==> src/rtl/hazard_forward_unit.sv <==
// rtl/hazard_forward_unit.sv - operand forwarding selects and load-use stall control
// Tracks EX/MEM/WB in a shadow pipeline and counts stall cycles.
module hazard_forward_unit #(
  parameter int STALL_CYCLES = 1,
  parameter int CNT_BITS     = 16
) (
  input  logic                clk,
  input  logic                reset,
  input  logic                id_valid_i,
  input  logic [4:0]          id_rs_i,
  input  logic [4:0]          id_rt_i,
  input  logic [4:0]          id_rd_i,
  input  logic                id_regwrite_i,
  input  logic                id_memread_i,
  input  logic                flush_i,
  output logic [1:0]          forward_a_o,
  output logic [1:0]          forward_b_o,
  output logic                stall_o,
  output logic [CNT_BITS-1:0] stall_count_o
);

  typedef struct packed {
    logic       valid;
    logic [4:0] rs;
    logic [4:0] rt;
    logic [4:0] rd;
    logic       regwrite;
    logic       memread;
  } slot_t;

  typedef enum logic {RUN, STALL} state_t;

  localparam logic [2:0] STALL_INIT = 3'(STALL_CYCLES - 1);

  slot_t  id_slot;
  slot_t  ex_q;
  slot_t  mem_q;
  slot_t  wb_q;
  state_t state_q;
  logic [2:0] cnt_q;
  logic   hazard;
  logic   unused_wb_fields;

  assign id_slot = '{valid: id_valid_i, rs: id_rs_i, rt: id_rt_i, rd: id_rd_i,
                     regwrite: id_regwrite_i, memread: id_memread_i};

  // WB only supplies its destination for forwarding; sources are carried along for visibility.
  assign unused_wb_fields = ^{wb_q.rs, wb_q.rt, wb_q.memread};

  always_ff @(posedge clk or posedge reset) begin
    if (reset) begin
      ex_q  <= '0;
      mem_q <= '0;
      wb_q  <= '0;
    end else begin
      wb_q  <= mem_q;
      mem_q <= ex_q;
      ex_q  <= (stall_o || flush_i) ? slot_t'('0) : id_slot;
    end
  end

  function automatic logic [1:0] fwd_sel(input logic [4:0] src,
                                         input slot_t mem_s,
                                         input slot_t wb_s);
    if (mem_s.valid && mem_s.regwrite && (mem_s.rd != 5'd0) && (mem_s.rd == src))
      return 2'b10;
    else if (wb_s.valid && wb_s.regwrite && (wb_s.rd != 5'd0) && (wb_s.rd == src))
      return 2'b01;
    else
      return 2'b00;
  endfunction

  always_comb begin
    forward_a_o = 2'b00;
    forward_b_o = 2'b00;
    if (ex_q.valid) begin
      forward_a_o = fwd_sel(ex_q.rs, mem_q, wb_q);
      forward_b_o = fwd_sel(ex_q.rt, mem_q, wb_q);
    end
  end

  assign hazard = id_valid_i & ex_q.valid & ex_q.memread & ex_q.regwrite &
                  (ex_q.rd != 5'd0) & ((ex_q.rd == id_rs_i) | (ex_q.rd == id_rt_i));

  // Mealy stall: a flush always wins, so the squashed ID instruction never holds the PC.
  always_comb begin
    stall_o = 1'b0;
    case (state_q)
      RUN:     stall_o = hazard & ~flush_i;
      STALL:   stall_o = ~flush_i;
      default: stall_o = 1'b0;
    endcase
  end

  always_ff @(posedge clk or posedge reset) begin
    if (reset) begin
      state_q <= RUN;
      cnt_q   <= 3'd0;
    end else if (flush_i) begin
      state_q <= RUN;
      cnt_q   <= 3'd0;
    end else begin
      case (state_q)
        RUN: begin
          if (stall_o && (STALL_CYCLES > 1)) begin
            state_q <= STALL;
            cnt_q   <= STALL_INIT;
          end
        end
        STALL: begin
          if (cnt_q == 3'd1) begin
            state_q <= RUN;
            cnt_q   <= 3'd0;
          end else begin
            cnt_q <= cnt_q - 3'd1;
          end
        end
        default: begin
          state_q <= RUN;
          cnt_q   <= 3'd0;
        end
      endcase
    end
  end

  always_ff @(posedge clk or posedge reset) begin
    if (reset)
      stall_count_o <= '0;
    else if (stall_o && (stall_count_o != {CNT_BITS{1'b1}}))
      stall_count_o <= stall_count_o + CNT_BITS'(1);
  end

endmodule
==> config.mk <==
export PLATFORM = sky130hd
export DESIGN_NAME = hazard_forward_unit
export DESIGN_NICKNAME = d
export VERILOG_FILES = /design/src/rtl/hazard_forward_unit.sv
export SDC_FILE = /design/constraint.sdc
export NUM_CORES = 1
export LEC_CHECK = 0
export ABC_AREA = 1
export CORE_AREA = 8 8 113 115
export CTS_CLUSTER_DIAMETER = 120
export DETAILED_ROUTE_END_ITERATION = 10
export DIE_AREA = 0 0 121 123
export PLACE_DENSITY = 0.47
export SETUP_SLACK_MARGIN = 0.15
export SYNTH_ARGS = -nofsm -noshare
export SYNTH_HDL_FRONTEND = slang
export SYNTH_SLANG_ARGS = --single-unit
==> constraint.sdc <==
create_clock -name clk -period 4.5 [get_ports clk]
set_input_delay 0.9 -clock clk [delete_from_list [all_inputs] [get_ports clk]]
set_output_delay 0.9 -clock clk [all_outputs]
set_load 0.005 [all_outputs]
* Word level (Yosys, flattened, before mapping)
Index checks and enable logic that the tools add are counted.
** Storage, ports and cells
- Bits in registers :: 52
- Word-level logic and storage cells :: 62
** Operators by class
- Add/subtract/negate cells :: 2
- Eq/ne operators :: 8
- Multiplexer cells :: 14
- Bitwise operators :: 9
- Reductions and logical operators :: 14
** Operators with widths (number)
- $eq 5x5->1 :: 6
- $mux 18 :: 1
- $add 16x1->16 const B :: 1
- $ne 16x16->1 const B :: 1
- $reduce_bool 5->1 :: 3
- $logic_and 1x1->1 :: 9
- $mux 3 :: 3
- $mux 2 :: 4
- $and 1x1->1 :: 6
- $mux 1 :: 5
- $eq 3x1->1 const B :: 1
- $sub 3x1->3 const B :: 1
- $not 1->1 :: 2
- $pmux 1 s2 :: 1
- $reduce_bool 2->1 :: 1
- $logic_or 1x1->1 :: 1
- $or 1x1->1 :: 1

* Depth between registers and ports, before layout
Gate-level depths: netlist of run 1.
- Depth in word-level cells :: 9
- Mapped depth :: 12
- Mapped depth without buffers :: 11

* Least setup slack after synthesis of run 1
OpenSTA, ideal clock, no wires.
- Kind :: input-to-output
- Start :: input port id_rt_i[3]
- End :: output port stall_o
- Arrival time :: 1.638 ns
- Data required time :: 3.600 ns
- Setup slack :: 1.962 ns
- Stages :: 9
- Path buffers :: 1
- Cell sequence :: inv_1 > nand2_1 > nand2_1 > nor2_1 > nand3_1 > nand2_1 > nand2_1 > nand2_2 > buf_2
** Between the ends
- Word-level cells in the longest chain between the ends :: 5
** Ends and longest elaborated chain
- from (decl) :: RTL line 11 : input logic [4:0] id_rt_i,
- $eq 5x5->1 :: RTL line 83 : (ex_q.rd != 5'd0) & ((ex_q.rd == id_rs_i) | (ex_q.rd == id_rt_i));
- $or 1x1->1 :: RTL line 83
- $and 1x1->1 :: RTL line 83
- $and 1x1->1 :: RTL line 89 : RUN: stall_o = hazard & ~flush_i;
- $pmux 1 s2 :: RTL line 88 : case (state_q)
- to (decl) :: RTL line 18 : output logic stall_o,
No other way between the ends.

* Worst setup path after layout of run 1
Ends and elaborated chain as after synthesis.

==> results of run 1 <==
-- worst max-delay path by stage --
stage	slack, ns	endpoint	cells past startpoint	start
after floorplan	1.96	stall_o	9	id_rt_i[3]
after detailed placement	1.0	stall_o	10	id_rs_i[4]
after global placement	0.97	stall_o	10	id_rs_i[3]
after CTS	0.99	stall_o	10	id_rs_i[4]
after global routing	0.88	stall_o	10	id_rt_i[3]
final	1.01	stall_o	10	id_rt_i[3]
-- sequential cells by signal, summed over array words and instances (netlist names) --
| register | cells |
|---|---|
| ex_q | 18 |
| mem_q | 7 |
| stall_count_o | 16 |
| state_q | 1 |
| wb_q | 7 |
| cnt_q | 3 |
-- through the flow --
step | worst slack, ns | power (mW)
6_report | 1.01 | 0.960
5_1_grt | 0.885 | 1.01
4_1_cts | 0.993 | 0.980
3_5_place_dp | 1.00 | 0.586
3_3_place_gp | 0.970 | 0.587
2_1_floorplan | 1.96 | 0.548
-- critical path, delay by kind of cell --
kind	cells	cell delay, ns
buffers and inverters	3	1.11
AND/OR/NAND/NOR	7	0.58
-- cell type report --
class,instances,area [um^2]
clock buffer,5,125
clock inverter,3,26.3
fill,1146,7690
inverter,50,188
multi-input combinational,219,1150
sequential,52,1300
tap,143,179
timing repair buffer,43,425
-- per-layer routing --
layer  up-vias  wire [um]
li1       1089          -
met1       953       2970
met2        34       2950
met3         5        269
met4         0         74
met5         -          0
-- cell usage after synthesis (all sizes together) --
| cell | number | area share |
|---|---|---|
| nand4 | 5 | 0.017 |
| nor2 | 45 | 0.066 |
| nand3 | 29 | 0.055 |
| dfrtp | 52 | 0.49 |
| nor3 | 11 | 0.027 |
| nor4 | 2 | 0.0047 |
| o21ai | 3 | 0.0056 |
| nor3b | 1 | 0.0028 |
| buf | 4 | 0.0099 |
| o22ai | 3 | 0.0071 |
| xnor2 | 14 | 0.046 |
| or2 | 1 | 0.0024 |
| nand2 | 83 | 0.12 |
| inv | 50 | 0.071 |
| xor2 | 18 | 0.059 |
| a21oi | 1 | 0.0019 |
| ha | 3 | 0.014 |
-- logic make-up (layout without fill, tap and decap cells) --
| family | after synthesis | after routing | synth area share |
|---|---|---|---|
| and+or+nand+nor | 177 | 177 | 0.297 |
| xor gates and xnor gates | 32 | 32 | 0.105 |
| AOI/OAI and AO/OA | 7 | 7 | 0.0146 |
| DFF | 52 | 52 | 0.489 |
| buffers and inverters | 54 | 101 | 0.0804 |
| adders and majority gates | 3 | 3 | 0.0141 |
-- power by group through the flow --
stage | Clock (mW) | Combinational [mW] | Sequential [mW]
6_report | 0.385 | 0.0788 | 0.496
5_1_grt | 0.418 | 0.0904 | 0.499
4_1_cts | 0.403 | 0.0810 | 0.496
3_5_place_dp | 0 | 0.0804 | 0.506
3_3_place_gp | 0 | 0.0815 | 0.506
2_1_floorplan | 0 | 0.0464 | 0.502
==> metrics.txt, run 1 <==
outcome completed; slowest CP cell clkdlybuf4s50_1; post-synth design cell area between 2000 and 3000 um^2; Post-CTS Resized 0; GP Congestion roughly 0.83; Net Switching about 0.23 mW; Core Region approximately 11000 um^2; register share of total power 0.517; Post-Syn Nets approximately 350; GR Util met1 0.111; WP data required around 3.6 ns; Final HPWL DP approximately 4800 um; Reg2Reg Capture Point stall_count_o[7]$_DFFE_PP0P_; height of the die 123 um; CTS tree built; initial antenna violation count 0; Die ar. approximately 15000 um^2; Final Setup Violations 0; RSZ-0062 raised after global routing false; clk slew on worst S/H paths around 0.070 ns; Clock Root Buffer clkbuf_16; Non-Filler Instances slightly above 500; drt drc 0; CP Capture Type primary output; Crit Path Category primary input to primary output; DRT Wirelength 6260 um; CP Launch Type primary input; final core utilization 0.306; Hold Crit Start mem_q[17]$_DFF_PP0_; Static Leakage ~1.6 nW; Post-Place Cell Area approximately 3200 um^2; CP cell instances clkdlybuf4s50_1 > inv_1 > nand2_1 > nand2_1 > nor2_1 > nand3_1 > nand2_1 > nand2_1 > nand2_2 > clkdlybuf4s50_1; post-detailed-route wirelength per cell between 10 and 15 um; most common cell after layout, fill and taps aside nand2_1; hold_ws between 0.3 and 0.4 ns; arrival time worst endpoint roughly 2.6 ns; Area Growth Syn to Fin 27.4%; grt peak-use layer met2; diode count 0; share of cells above drive strength 1 0.0565; deepest clock path buffer count 2; FF+latch count, synth 52; Clock Skew slightly below 0.01 ns; CP peak stage delay between 0.5 and 0.6 ns; slew of the pin with the lowest slew margin 0.670 ns; post-synthesis cell count ~330; global route overflow 0; GRT Total Usage 0.0896; Worst VDD drop ~0.19 mV; antenna-violating nets left 0; Ys Warns 0; global-route wire length before repair 10800 um; initial core utilization 0.240; Max-slew headroom 0.553; worst r2r path cells 7; Layout Nets a little under 400; violation count after the first detailed-route iteration 133; Final min period 3.49 ns; post-synthesis sequential area ratio 0.489; Distinct cells, synth 25; Chip Width 121 um; most frequent cells in the layout nand2_1, dfrtp_1, inv_1; standard-cell rows 39; largest net degree at the start of global routing 37; Fin Setup TNS 0 ns; placed cell count 507; fmax approximately 290 MHz; clock latency on the worst-skew pair approximately 0.29 ns; Switching Fraction 0.241; PwrDens around 280 nW/um^2; WHS Endpoint wb_q[17]$_DFF_PP0_; vias in the first global route around 2200; final hold violations 0; Initial DRT Pass Iterations 4; R2R Setup Slk ~2.6 ns; Comb power frac 0.082; IO Count 42; critical path peak fanout 2; Clock Power Share 0.401; Syn Area/Cell ~8 um^2; met2 Resource Use GR 0.152; Max-Cap Viols 0; met3 Use GR 0.0215; internal power between 0.7 and 0.8 mW; Vias approximately 2100; Hold Crit Depth 0; fin. max-slew vios 0; reg2reg start stall_count_o[0]$_DFFE_PP0P_; post-CTS setup buffers 0; TritonCTS Buffers 5; period utilization 0.775; CTS H-tree lvls 2; I/O Buffers between 40 and 50; post-cts hold buffer count 0; clock sink count 52; DR vias/cell ~4.0; Hold Path Class flip-flop to flip-flop; design area 3390 um^2; critical path's most frequent cell nand2_1
(Power assumes the default switching activity.)
==> inputs of run 2 (changes only) <==
- PLACE_DENSITY: 0.47 -> 0.48
- clock period: 4.5 -> 2.8 ns (I/O delays scaled with it)
==> run 2 against run 1 <==
  * Sequential share of layout area is 0.56 points lower
  * Register-to-register slack worse by 1.7 ns
  * Flip-flop and latch count stayed put
  * First-iteration DRC count is 53% lower
  * Critical path type unchanged
  * Critical endpoint unchanged
==> metrics.txt, run 2 (synthesized netlist as in run 1, its figures left out) <==
outcome completed; Chip Width 121 um (unchanged); Worst VDD drop 0.215 mV (+14%); deepest clock path buffer count 2 (unchanged); CTS tree built; critical path depth 10 (unchanged); Vias 2140 (+2.8%); GP Congestion 0.801 (-4.0%); Non-Filler Instances 518 (+0.58%); Layout Nets 398 (+0.76%); design area 3440 um^2 (+1.6%); I/O Buffers 41 (unchanged); Hold Crit Start ex_q[17]$_DFF_PP0_; Initial DRT Pass Iterations 4 (unchanged); standard-cell rows 39 (unchanged); Final HPWL DP 4990 um (+4.6%); RSZ-0062 raised after global routing true; CP cell instances clkdlybuf4s50_1 > inv_1 > nand2_1 > nand2_1 > nor2_2 > nand3_1 > nand2_1 > nand2_1 > nand2_2 > dlygate4sd2_1; Die ar. 14900 um^2 (unchanged); Max-slew headroom 0.661 (+0.108); fmax 397 MHz; most frequent cells in the layout nand2_1, dfrtp_1, inv_1; Max-Cap Viols 0 (unchanged); max reg flops 18 (unchanged); buffers and inverters on the worst path 3 (unchanged); violation count after the first detailed-route iteration 63 (-53%); CP Launch Point id_rs_i[1]; fin. max-slew vios 0 (unchanged); GRT Total Usage 0.0905 (+0.000849); slowest CP cell clkdlybuf4s50_1; Final min period 2.52 ns; DRT Wirelength 6350 um (+1.3%); final worst slack 0.280 ns (-0.733 ns); Crit Path Category primary input to primary output; period utilization 0.900; placed cell count 509 (+0.39%); R2R Setup Slk 0.94 ns (-1.70 ns); TritonCTS Buffers 5 (unchanged); most common cell after layout, fill and taps aside nand2_1; Reg2Reg Capture Point stall_count_o[8]$_DFFE_PP0P_; Crit path max-delay family buffers and inverters; Largest Register ex_q; initial core utilization 0.240 (unchanged); initial antenna violation count 0 (unchanged); CP Launch Type primary input; global-route wire length before repair 10900 um (+1.5%); Area Growth Syn to Fin 29.4%; Clock Root Buffer clkbuf_16; global route overflow 0 (unchanged); clk slew on worst S/H paths 0.07 ns (about the same); Final Setup Violations 0 (unchanged); Hold Path Class flip-flop to flip-flop; worst r2r path cells 7 (unchanged); CP peak stage delay 0.52 ns (about the same); Fin Setup TNS 0 ns (unchanged); Core Region 11100 um^2 (unchanged); largest net degree at the start of global routing 30 (-19%); drt drc 0 (unchanged); total power 1.55 mW (+61%); share of cells above drive strength 1 0.0773 (+0.0209); IO Count 42 (unchanged); antenna-violating nets left 0 (unchanged); top flop regs ex_q x18, stall_count_o x16; reg2reg start stall_count_o[0]$_DFFE_PP0P_; PwrDens 449 nW/um^2 (+59%); height of the die 123 um (unchanged); WP data required 2.24 ns (-1.36 ns); critical path peak fanout 2 (unchanged); slew of the pin with the lowest slew margin 0.508 ns (-0.162 ns); final hold violations 0 (unchanged); diode count 0 (unchanged); clock latency on the worst-skew pair 0.29 ns (about the same); DR vias/cell 4.13 (+2.2%); vias in the first global route 2262 (+2.5%); Critical Path End stall_o; pre-CTS setup slack -0.0612 ns (-1.06 ns); CTS H-tree lvls 2 (unchanged); Clock Skew 0.0107 ns (+0.000993 ns); arrival time worst endpoint 1.96 ns (-0.63 ns); post-detailed-route wirelength per cell 12.3 um (+0.74%); Static Leakage 1.68 nW (+2.5%); clock sink count 52 (unchanged); critical path's most frequent cell nand2_1; Post-Place Cell Area 3270 um^2 (+0.85%); CP Capture Type primary output
==> run 2: changes by cell type in the layout (fill, tap and decap cells not counted), sizes merged <==
cell           before  now
dlymetal6s2s        0    1
clkdlybuf4s50      41   39
buf                 2    5
clkinvlp            2    0
dlygate4sd2         0    1
clkinv              0    2
==> run 2: routing by layer <==
metal	global-route usage	routed length (um)
met5	0	0
met4	0.0211	51
met3	0.0224	214
met2	0.166	3390
met1	0.103	2690
==> run 2: final cells by class <==
type | count | area (um^2)
multi-input cells | 219 | 1160
flip-flops and latches | 52 | 1300
clock buffers | 5 | 125
repair buffers | 46 | 462
inverters | 50 | 188
well taps | 143 | 179
fillers | 1175 | 7630
clock inverters | 3 | 26.3
==> run 2: repair_timing <==
action                     in CTS  in global routing
hold buffers                    0                  0
resized for setup               2                  6
buffers inserted                0                  1
setup endpoints to repair       1                  3
pin swaps                       0                  3
==> run 2: worst min path at each step <==
stage | endpoint | cells past startpoint
after detailed placement | wb_q[17]$_DFF_PP0_ | 0
after floorplan | mem_q[17]$_DFF_PP0_ | 0
after CTS | wb_q[17]$_DFF_PP0_ | 0
after global placement | wb_q[17]$_DFF_PP0_ | 0
after global routing | mem_q[17]$_DFF_PP0_ | 0
final | mem_q[17]$_DFF_PP0_ | 0
==> run 2: power by group <==
group | total, mW | switching [mW] | leakage [nW] | internal, mW
registers | 0.797 | 0.0228 | 0.691 | 0.775
logic | 0.135 | 0.0697 | 0.911 | 0.0654
clock network | 0.615 | 0.277 | 0.0744 | 0.338
==> run 2: through the flow <==
stage	utilization	hold slack (ns)
final	0.311	0.375
after global routing	0.311	0.388
after CTS	0.309	0.378
after detailed placement	0.295	0.361
after global placement	0.295	0.363
after floorplan	-	0.354
